===== config.mk =====
export PLATFORM = sky130hd
export DESIGN_NAME = alu_arbiter
export DESIGN_NICKNAME = d
export VERILOG_FILES = /design/src/rtl/alu_arbiter.sv
export SDC_FILE = /design/constraint.sdc
export NUM_CORES = 1
export LEC_CHECK = 0
export ABC_AREA = 0
export CAP_MARGIN = 25
export CORE_MARGIN = 10
export CORE_UTILIZATION = 35
export CTS_CLUSTER_SIZE = 40
export DETAILED_ROUTE_END_ITERATION = 10
export PLACE_DENSITY = 0.7
export SLEW_MARGIN = 25
export SYNTH_ARGS = -nofsm -noshare
export SYNTH_HDL_FRONTEND = slang
export SYNTH_SLANG_ARGS = --single-unit

===== constraint.sdc =====
create_clock -name clk -period 3.4 [get_ports clk]
set_input_delay 1.02 -clock clk [delete_from_list [all_inputs] [get_ports clk]]
set_output_delay 1.02 -clock clk [all_outputs]
set_load 0.01 [all_outputs]

===== src/rtl/alu_arbiter.sv =====
// Two-port arbiter in front of a shared combinational ALU: accepts one operation at a time,
// alternates grants on ties, and holds the captured result until the consumer takes it.
module alu_arbiter #(
    parameter int DATA_W = 4,
    parameter int OP_W   = 4,
    parameter int RES_W  = 8
) (
    input  logic              clk,
    input  logic              rst_n,

    input  logic              req0_valid,
    output logic              req0_ready,
    input  logic [DATA_W-1:0] req0_a,
    input  logic [DATA_W-1:0] req0_b,
    input  logic [OP_W-1:0]   req0_op,

    input  logic              req1_valid,
    output logic              req1_ready,
    input  logic [DATA_W-1:0] req1_a,
    input  logic [DATA_W-1:0] req1_b,
    input  logic [OP_W-1:0]   req1_op,

    output logic [DATA_W-1:0] alu_a,
    output logic [DATA_W-1:0] alu_b,
    output logic [OP_W-1:0]   alu_op,
    output logic              alu_ena,
    input  logic [RES_W-1:0]  alu_result,

    output logic              rsp_valid,
    input  logic              rsp_ready,
    output logic [RES_W-1:0]  rsp_data,
    output logic              rsp_id,

    output logic              busy,
    output logic [7:0]        op_count
);

    // state | meaning
    // IDLE  | waiting for a request; grant is offered combinationally
    // EXEC  | ALU inputs live for exactly one cycle
    // RESP  | result held until rsp_ready
    typedef enum logic [1:0] {
        IDLE = 2'd0,
        EXEC = 2'd1,
        RESP = 2'd2
    } state_t;

    state_t state;
    state_t state_nxt;
    logic   last_grant;
    logic   grant;
    logic   accept;

    // On a tie the port that did not win last time is served; otherwise the lone requester wins.
    always_comb begin
        grant = 1'b0;
        if (req0_valid && req1_valid) begin
            grant = ~last_grant;
        end else begin
            grant = ~req0_valid;
        end
    end

    assign accept = rst_n && (state == IDLE) && (req0_valid || req1_valid);

    always_ff @(posedge clk or negedge rst_n) begin
        if (!rst_n) begin
            state <= IDLE;
        end else begin
            state <= state_nxt;
        end
    end

    always_comb begin
        state_nxt = state;
        case (state)
            IDLE:    if (accept) state_nxt = EXEC;
            EXEC:    state_nxt = RESP;
            RESP:    if (rsp_valid && rsp_ready) state_nxt = IDLE;
            default: state_nxt = IDLE;
        endcase
    end

    always_comb begin
        req0_ready = accept && !grant;
        req1_ready = accept && grant;
        alu_ena    = (state == EXEC);
        busy       = (state != IDLE);
    end

    always_ff @(posedge clk or negedge rst_n) begin
        if (!rst_n) begin
            last_grant <= 1'b1;
            alu_a      <= '0;
            alu_b      <= '0;
            alu_op     <= '0;
            rsp_id     <= 1'b0;
            rsp_data   <= '0;
            rsp_valid  <= 1'b0;
            op_count   <= 8'h00;
        end else begin
            if (accept) begin
                alu_a      <= grant ? req1_a  : req0_a;
                alu_b      <= grant ? req1_b  : req0_b;
                alu_op     <= grant ? req1_op : req0_op;
                rsp_id     <= grant;
                last_grant <= grant;
            end
            if (state == EXEC) begin
                rsp_data  <= alu_result;
                rsp_valid <= 1'b1;
            end
            if ((state == RESP) && rsp_valid && rsp_ready) begin
                rsp_valid <= 1'b0;
                op_count  <= op_count + 8'd1;
            end
        end
    end

endmodule


* Word level (Yosys, flattened, before mapping) *
Cells that the tools add are included.

storage, ports and cells
  register bits = 33
  bits in latches = 0
  memory bits (writable) = 0
  ROM bits = 0
  output and inout bits = 34
  memories kept = 0

cells by class
  $add $sub $neg = 1
  multiply operators = 0
  div/mod/pow operators = 0
  order comparisons = 0
  equality and inequality tests = 4
  shifts and indexed selects = 0
  multiplexer cells = 9
  bitwise gates (word level) = 2
  reductions and logical operators = 14

operators by type and width
  kind                                                                   count
  4-bit 2-to-1 mux                                                       3
  8-bit by 1-bit adder with 8-bit output, second input constant          1
  1-bit logical AND                                                      8
  2-bit case mux with 3 select lines                                     1
  2-bit 2-to-1 mux                                                       2
  2-bit inequality test, second input constant                           2
  2-bit nonzero test                                                     2
  1-bit 2-to-1 mux                                                       3
  2-bit by 1-bit equality test with 1-bit output, second input constant  1
  2-bit equality test, second input constant                             1
  2-bit zero test                                                        1
  1-bit inverter                                                         2
  2-bit AND reduction                                                    1
  1-bit zero test                                                        1
  1-bit logical OR                                                       1

* Longest topological paths before layout *
Gate-level depths: netlist of run 1.

  word-level depth = 5
  depth in mapped cells = 4

* Worst setup path before layout of run 1 *
No wires, ideal clock.

  kind = input port to output port
  start point = input rst_n
  end point = output req0_ready
  arrival = 1.744 ns
  required time = 2.380 ns
  setup slack = 0.636 ns
  cell stages on the path = 2
  path through = or3b_4 nor3_1

on the way
  longest elaborated chain between the ends = 3

ends and longest elaborated chain
  element                          line  source
  start, declared                  9     input logic rst_n,
  1-bit logical AND (2 in series)  64    assign accept = rst_n && (state == IDLE) && (req0_valid || req1_valid);
  1-bit logical AND                85    req0_ready = accept && !grant;
  end, declared                    12    output logic req0_ready,

Every way passes these cells.

* Worst setup path after layout of run 1 *
Ends and elaborated chain as after synthesis.

==> metrics.cfg, run 1 <==
[worst_setup_path]
critPathLaunchType = input port
required_ns = 2.38
end_kind = output port
path_max_fanout = 3
cp.buffers_inverters = 2
critPathKind = in2out
cp_slowest_cell = clkdlybuf4s50_1
reg2reg_depth = 4
crit_family = buffers and inverters
critPathMaxStageDelay_ns = 0.49
crit_chain = clkdlybuf4s50_1, or3b_4, nor3_1, buf_2
critical_path_depth = 4
cp.arrival_ns = 2.25

[global_routing]
grt_use_total_pct = 11.9
antenna_found_initial = 0
grt_max_degree = 35
grt_pass1_wl_um = 7000
grt_overflow = 0
grt_pass1_vias = 1401

[placement]
gp_congestion = 0.745
io_buffers = 70
dp_hpwl_um = 3280

[floorplan]
dieHeight_um = 86.1
die_w_um = 86.1
ioPinCount = 71
num_rows = 23
core_mm2 = 0.00412
initial_utilization_pct = 37.1
die_area_mm2 = 0.00741

[pwr]
leakagePower_nw = 0.991
p_int_mw = 1.28
p_comb_share_pct = 47.5
p_sw_share_pct = 32.2
p_seq_share_pct = 36.9
power.switching_mw = 0.608
peakVddDrop_uv = 350
p_total_mw = 1.89
p_per_area_mw_per_mm2 = 793
pwr-share-clk_pct = 15.6

[timing]
worst_pin_slew_ns = 0.418
hold_violations = 0
period_share_pct = 96.1
hold_ws_ns = 0.488
rsz0062_at_grt = false
finalMaxSlewViolations = 0
finClkSkew_ns = 0.00390
setup_viol = 0
max_freq_ghz = 0.306
fin_crit_ns = 3.27
slew_headroom_pct = 72.1

[cts]
cts_max_level = 2
post_cts_buffers = 0
postCtsHoldBufs = 0
cts_num_sinks = 33
cts_buffers = 5
cts-resized-gates = 5
ctsLongestPathBuffers = 2
cts_tree = yes
clk_pin_slew_worst_paths_ns = 0.06
clk_latency_ns = 0.28
cts-root-buf = clkbuf_8

[drt]
drcViolationCount = 0
vias = 1217
dr.pass1.iters = 4
avgRoutedWirePerCell_um = 17.3
routed_wl_um = 4160
via_per_inst = 5.07
drt_iter0_markers = 22
postRouteAntennaNets = 0

[synthesis]
syn-num-nets = 150
synth_area_mm2 = 0.00153
synth_edf_count = 0
yosys.area.top_type_share_pct = 52.4
yosys-top-cells-area = dfrtp_1 (52%), a2bb2oi_2 (8.8%), o32ai_1 (6.9%), mux2_2 (6.6%), xor2_1 (3.4%)
yosys.cell_count.top_type = dfrtp_1
synth_commonest_cells = dfrtp_1 (32), o32ai_1 (12), a2bb2oi_2 (9), mux2_2 (9), xor2_1 (6)
synthArstFlopShare_pct = 100
ys_types = 33
yosys.area.top_type = dfrtp_1
ys_seq_elements = 33
ys_seq_area_share_pct = 54.1
synth_area_per_cell_um2 = 13.6
ys_warn_count = 0
synthFlopType = dfrtp_1
synthCells = 112

[cells_and_area]
drive_gt1_share_pct = 22.6
finalCoreUtilization_pct = 57.9
final_nets = 228
area_growth_syn_to_layout_pct = 55.9
antenna_cells = 0

[run_status]
outcome = completed

[run]
cap_viol_max_count = 0

[hold_path]
hold_class = reg2reg
hold_depth = 1

-- power by group through the flow --
stage	Combinational, mW	Sequential [mW]	Clock, mW
after floorplan	0.379	0.756	0
after global placement	0.900	0.690	0
after detailed placement	0.918	0.701	0
after CTS	0.919	0.699	0.306
after global routing	0.968	0.724	0.323
final	0.897	0.697	0.296
-- cells in the final DEF (no fill, tap or decap) --
| master | Yosys | final |
|---|---|---|
| clkdlybuf4s50_1 | 0 | 68 |
| dfrtp_1 | 32 | 32 |
| o32ai_1 | 12 | 12 |
| a2bb2oi_2 | 9 | 9 |
| mux2_2 | 9 | 9 |
| buf_4 | 1 | 7 |
| xor2_1 | 6 | 6 |
| clkbuf_8 | 0 | 6 |
| nor2_1 | 5 | 5 |
| nor3_1 | 3 | 3 |
| nand2_1 | 3 | 3 |
| nand3_1 | 3 | 3 |
| a2bb2oi_1 | 3 | 3 |
| and2b_2 | 2 | 2 |
| inv_1 | 2 | 2 |
| or2_2 | 1 | 1 |
| or3b_4 | 1 | 1 |
| nor2b_1 | 1 | 1 |
| a21bo_2 | 1 | 1 |
| nor2_8 | 1 | 1 |
| nor3b_2 | 0 | 1 |
| nand4b_2 | 1 | 1 |
| a21o_1 | 1 | 1 |
| o21a_1 | 1 | 1 |
| and2_0 | 1 | 1 |
| a211o_1 | 1 | 1 |
| nor4_2 | 1 | 1 |
| a21oi_1 | 1 | 1 |
| a31oi_1 | 1 | 1 |
| xnor2_1 | 1 | 1 |
| ha_1 | 1 | 1 |
| clkbuf_1 | 3 | 1 |
| dfstp_2 | 1 | 1 |
| buf_2 | 1 | 1 |
| clkbuf_2 | 0 | 1 |
-- worst reg2reg max path: stages, from the launching register on --
cell and delay, ns:
dfrtp_1 0.44, or3b_4 0.43, buf_4 0.17, nor2_8 0.25, a2bb2oi_1 0.19
-- layer usage --
layer  vias to the layer above  part of all wire, %  global-route usage [%]
met3                         7                   15                    8.42
met5                         -                    0                       0
met4                         0                  1.4                    4.04
met2                        65                   41                    16.9
li1                        575                    -                       -
met1                       570                   42                    13.6
-- final cells by class --
class / instances / area, um2
repair buffers: 77 / 743
well taps: 50 / 62.6
inverters: 2 / 7.51
flip-flops and latches: 33 / 827
fillers: 358 / 1730
clock buffers: 7 / 86.3
multi-input cells: 71 / 654
-- flip-flops by register name, summed over array words and instances (netlist names), 2 cells and up --
register  cells
alu_a         4
alu_op        4
rsp_data      8
state         2
alu_b         4
op_count      8
-- path summary, 6_finish.rpt --
path                                   from          end  slack [ns]
worst max-delay path                  rst_n   req0_ready        0.13
worst min-delay path            op_count[7]  op_count[7]        0.49
worst max register to register     state[1]    alu_op[2]        1.86
worst min register to register  op_count[7]  op_count[7]        0.49
max in group asynchronous             rst_n   last_grant        1.88
min in group asynchronous             rst_n     alu_b[1]        1.19
-- cell families after synthesis --
logic type      after synthesis  synth area share, %
mux                           9                 6.63
compound gates               30                 20.4
flops                        33                 54.1
buf+inv                       8                 3.36
fa+ha+maj                     1                0.819
xor+xnor                      7                 4.01
simple gates                 24                 10.6
-- per-stage QoR --
stage | TNS, ns | instance area, um2 | std cells | worst slack (ns)
2_1_floorplan | 0 | 1530 | 112 | 0.636
3_3_place_gp | -0.617 | 2300 | 233 | -0.333
3_5_place_dp | -0.551 | 2300 | 233 | -0.304
4_1_cts | 0 | 2390 | 240 | 0.00203
5_1_grt | 0 | 2380 | 240 | 0.0530
6_report | 0 | 2380 | 240 | 0.132
Note: power is estimated with default switching activity, not from simulation.
==> inputs of run 2 (changes only) <==
--- a/config.mk
+++ b/config.mk
@@ -12,7 +12,8 @@
 export CTS_CLUSTER_SIZE = 40
 export DETAILED_ROUTE_END_ITERATION = 10
 export PLACE_DENSITY = 0.7
-export SLEW_MARGIN = 25
+export RECOVER_POWER = 25
+export SLEW_MARGIN = 20
 export SYNTH_ARGS = -nofsm -noshare
 export SYNTH_HDL_FRONTEND = slang
 export SYNTH_SLANG_ARGS = --single-unit
==> run 2 against run 1 <==
Effect of this change: sequential power about the same; non-clock buffer count unchanged; sequential share of layout area stayed put; die area did not move; register-to-register slack is essentially flat; flip-flop and latch count unchanged; core utilization is the same; critical endpoint unchanged; largest cell class unchanged; largest power group unchanged.
==> metrics.cfg, run 2 (synthesis gave the netlist of run 1 again) <==
[worst_setup_path]
crit_chain = clkdlybuf4s50_1, or3b_4, nor3_1, buf_2  ; unchanged
required_ns = 2.38  ; about the same
critPathLaunchType = input port  ; unchanged
path_max_fanout = 3  ; unchanged
cp.buffers_inverters = 2  ; unchanged
crit_family = buffers and inverters  ; unchanged
end_kind = output port  ; unchanged
cp.arrival_ns = 2.25  ; about the same
cp_slowest_cell = clkdlybuf4s50_1  ; unchanged
critPathKind = in2out  ; unchanged
critPathMaxStageDelay_ns = 0.49  ; about the same

[timing]
rsz0062_at_grt = false  ; unchanged
setup_ws_ns = 0.132  ; about the same
setup_viol = 0  ; unchanged
max_freq_ghz = 0.306  ; unchanged
finalMaxSlewViolations = 0  ; unchanged
worst_pin_slew_ns = 0.418  ; about the same
fin_crit_ns = 3.27  ; about the same
hold_ws_ns = 0.488  ; unchanged
slew_headroom_pct = 72.1  ; about the same
period_share_pct = 96.1  ; about the same
finClkSkew_ns = 0.00390  ; about the same
hold_violations = 0  ; unchanged
tns_ns = 0  ; unchanged

[cts]
cts_max_level = 2  ; unchanged
cts_tree = yes  ; unchanged
ctsLongestPathBuffers = 2  ; unchanged
cts-root-buf = clkbuf_8  ; unchanged
postCtsHoldBufs = 0  ; unchanged
cts-resized-gates = 5  ; unchanged
cts_buffers = 5  ; unchanged
cts_num_sinks = 33  ; unchanged
post_cts_buffers = 0  ; unchanged
clk_latency_ns = 0.28  ; about the same
clk_pin_slew_worst_paths_ns = 0.06  ; about the same

[pwr]
p_per_area_mw_per_mm2 = 793  ; about the same
p_comb_share_pct = 47.4  ; was 47.5%
p_sw_share_pct = 32.3  ; was 32.2%
p_int_mw = 1.28  ; about the same
power.switching_mw = 0.609  ; was 0.608 mW
pwr-share-clk_pct = 15.7  ; was 15.6%
p_seq_share_pct = 36.9  ; about the same
peakVddDrop_uv = 350  ; unchanged
leakagePower_nw = 0.993  ; was 0.991 nW

[floorplan]
ioPinCount = 71  ; unchanged
die_w_um = 86.1  ; unchanged
dieHeight_um = 86.1  ; unchanged
num_rows = 23  ; unchanged
core_mm2 = 0.00412  ; unchanged
initial_utilization_pct = 37.1  ; unchanged
die_area_mm2 = 0.00741  ; unchanged

[placement]
dp_hpwl_um = 3280  ; unchanged
io_buffers = 70  ; unchanged
dp_slack_ns = -0.304  ; unchanged
gp_congestion = 0.745  ; unchanged

[cells_and_area]
area_growth_syn_to_layout_pct = 55.9  ; unchanged
antenna_cells = 0  ; unchanged
final_nets = 228  ; unchanged
drive_gt1_share_pct = 22.6  ; unchanged
final_cell_mix = clkdlybuf4s50_1 (59), dfrtp_1 (32), o32ai_1 (12)  ; was clkdlybuf4s50_1 (68), dfrtp_1 (32), o32ai_1 (12)
reg_top3 = op_count (8), rsp_data (8)  ; unchanged
finalCoreUtilization_pct = 57.9  ; unchanged
mostFrequentLayoutCell = clkdlybuf4s50_1  ; unchanged

[drt]
routed_wl_um = 4160  ; unchanged
avgRoutedWirePerCell_um = 17.3  ; unchanged
postRouteAntennaNets = 0  ; unchanged
vias = 1214  ; was 1217
drcViolationCount = 0  ; unchanged
via_per_inst = 5.06  ; was 5.07
dr.pass1.iters = 4  ; unchanged
drt_iter0_markers = 21  ; was 22

[hold_path]
hold_class = reg2reg  ; unchanged

[global_routing]
grt_pass1_wl_um = 7000  ; unchanged
grt_pass1_vias = 1401  ; unchanged
grt_use_total_pct = 11.9  ; unchanged
grt_max_degree = 35  ; unchanged
antenna_found_initial = 0  ; unchanged
grt_overflow = 0  ; unchanged

[run]
cap_viol_max_count = 0  ; unchanged

[run_status]
outcome = completed  ; unchanged

-- run 2: power groups by stage --
stage / Clock (mW) / Combinational, mW / Sequential, mW
floorplan: 0 / 0.379 / 0.756
global placement: 0 / 0.900 / 0.690
detailed placement: 0 / 0.918 / 0.701
CTS: 0.306 / 0.919 / 0.699
global route: 0.323 / 0.966 / 0.724
finish: 0.296 / 0.895 / 0.697
-- run 2: final timing paths --
kind / from / endpoint / slack (ns) / cells after the start
worst max register to register: state[1] / alu_op[2] / 1.86 / 4
worst min-delay path: op_count[7] / op_count[7] / 0.49 / 1
worst min register to register: op_count[7] / op_count[7] / 0.49 / 1
min in group asynchronous: rst_n / alu_b[1] / 1.19 / 2
max in group asynchronous: rst_n / last_grant / 1.88 / 2
worst max-delay path: rst_n / req0_ready / 0.13 / 4
-- run 2: area by class of cell --
class	count	area [um2]
well taps	50	62.6
multi-input cells	71	654
fillers	358	1730
repair buffers	77	743
flip-flops and latches	33	827
inverters	2	7.51
clock buffers	7	86.3
-- run 2: stage by stage --
| stage | total power [mW] | cells | instance area (um2) |
|---|---|---|---|
| after floorplan | 1.14 | 112 | 1530 |
| after global placement | 1.59 | 233 | 2300 |
| after detailed placement | 1.62 | 233 | 2300 |
| after CTS | 1.92 | 240 | 2390 |
| after global routing | 2.01 | 240 | 2380 |
| final | 1.89 | 240 | 2380 |
-- run 2: metal layers --
layer | vias to the layer above | share of wire (%) | GRT usage [%]
met5 | - | 0 | 0
met4 | 0 | 1.4 | 4.04
met3 | 7 | 16 | 8.42
met2 | 65 | 41 | 16.9
met1 | 567 | 42 | 13.6
li1 | 575 | - | -
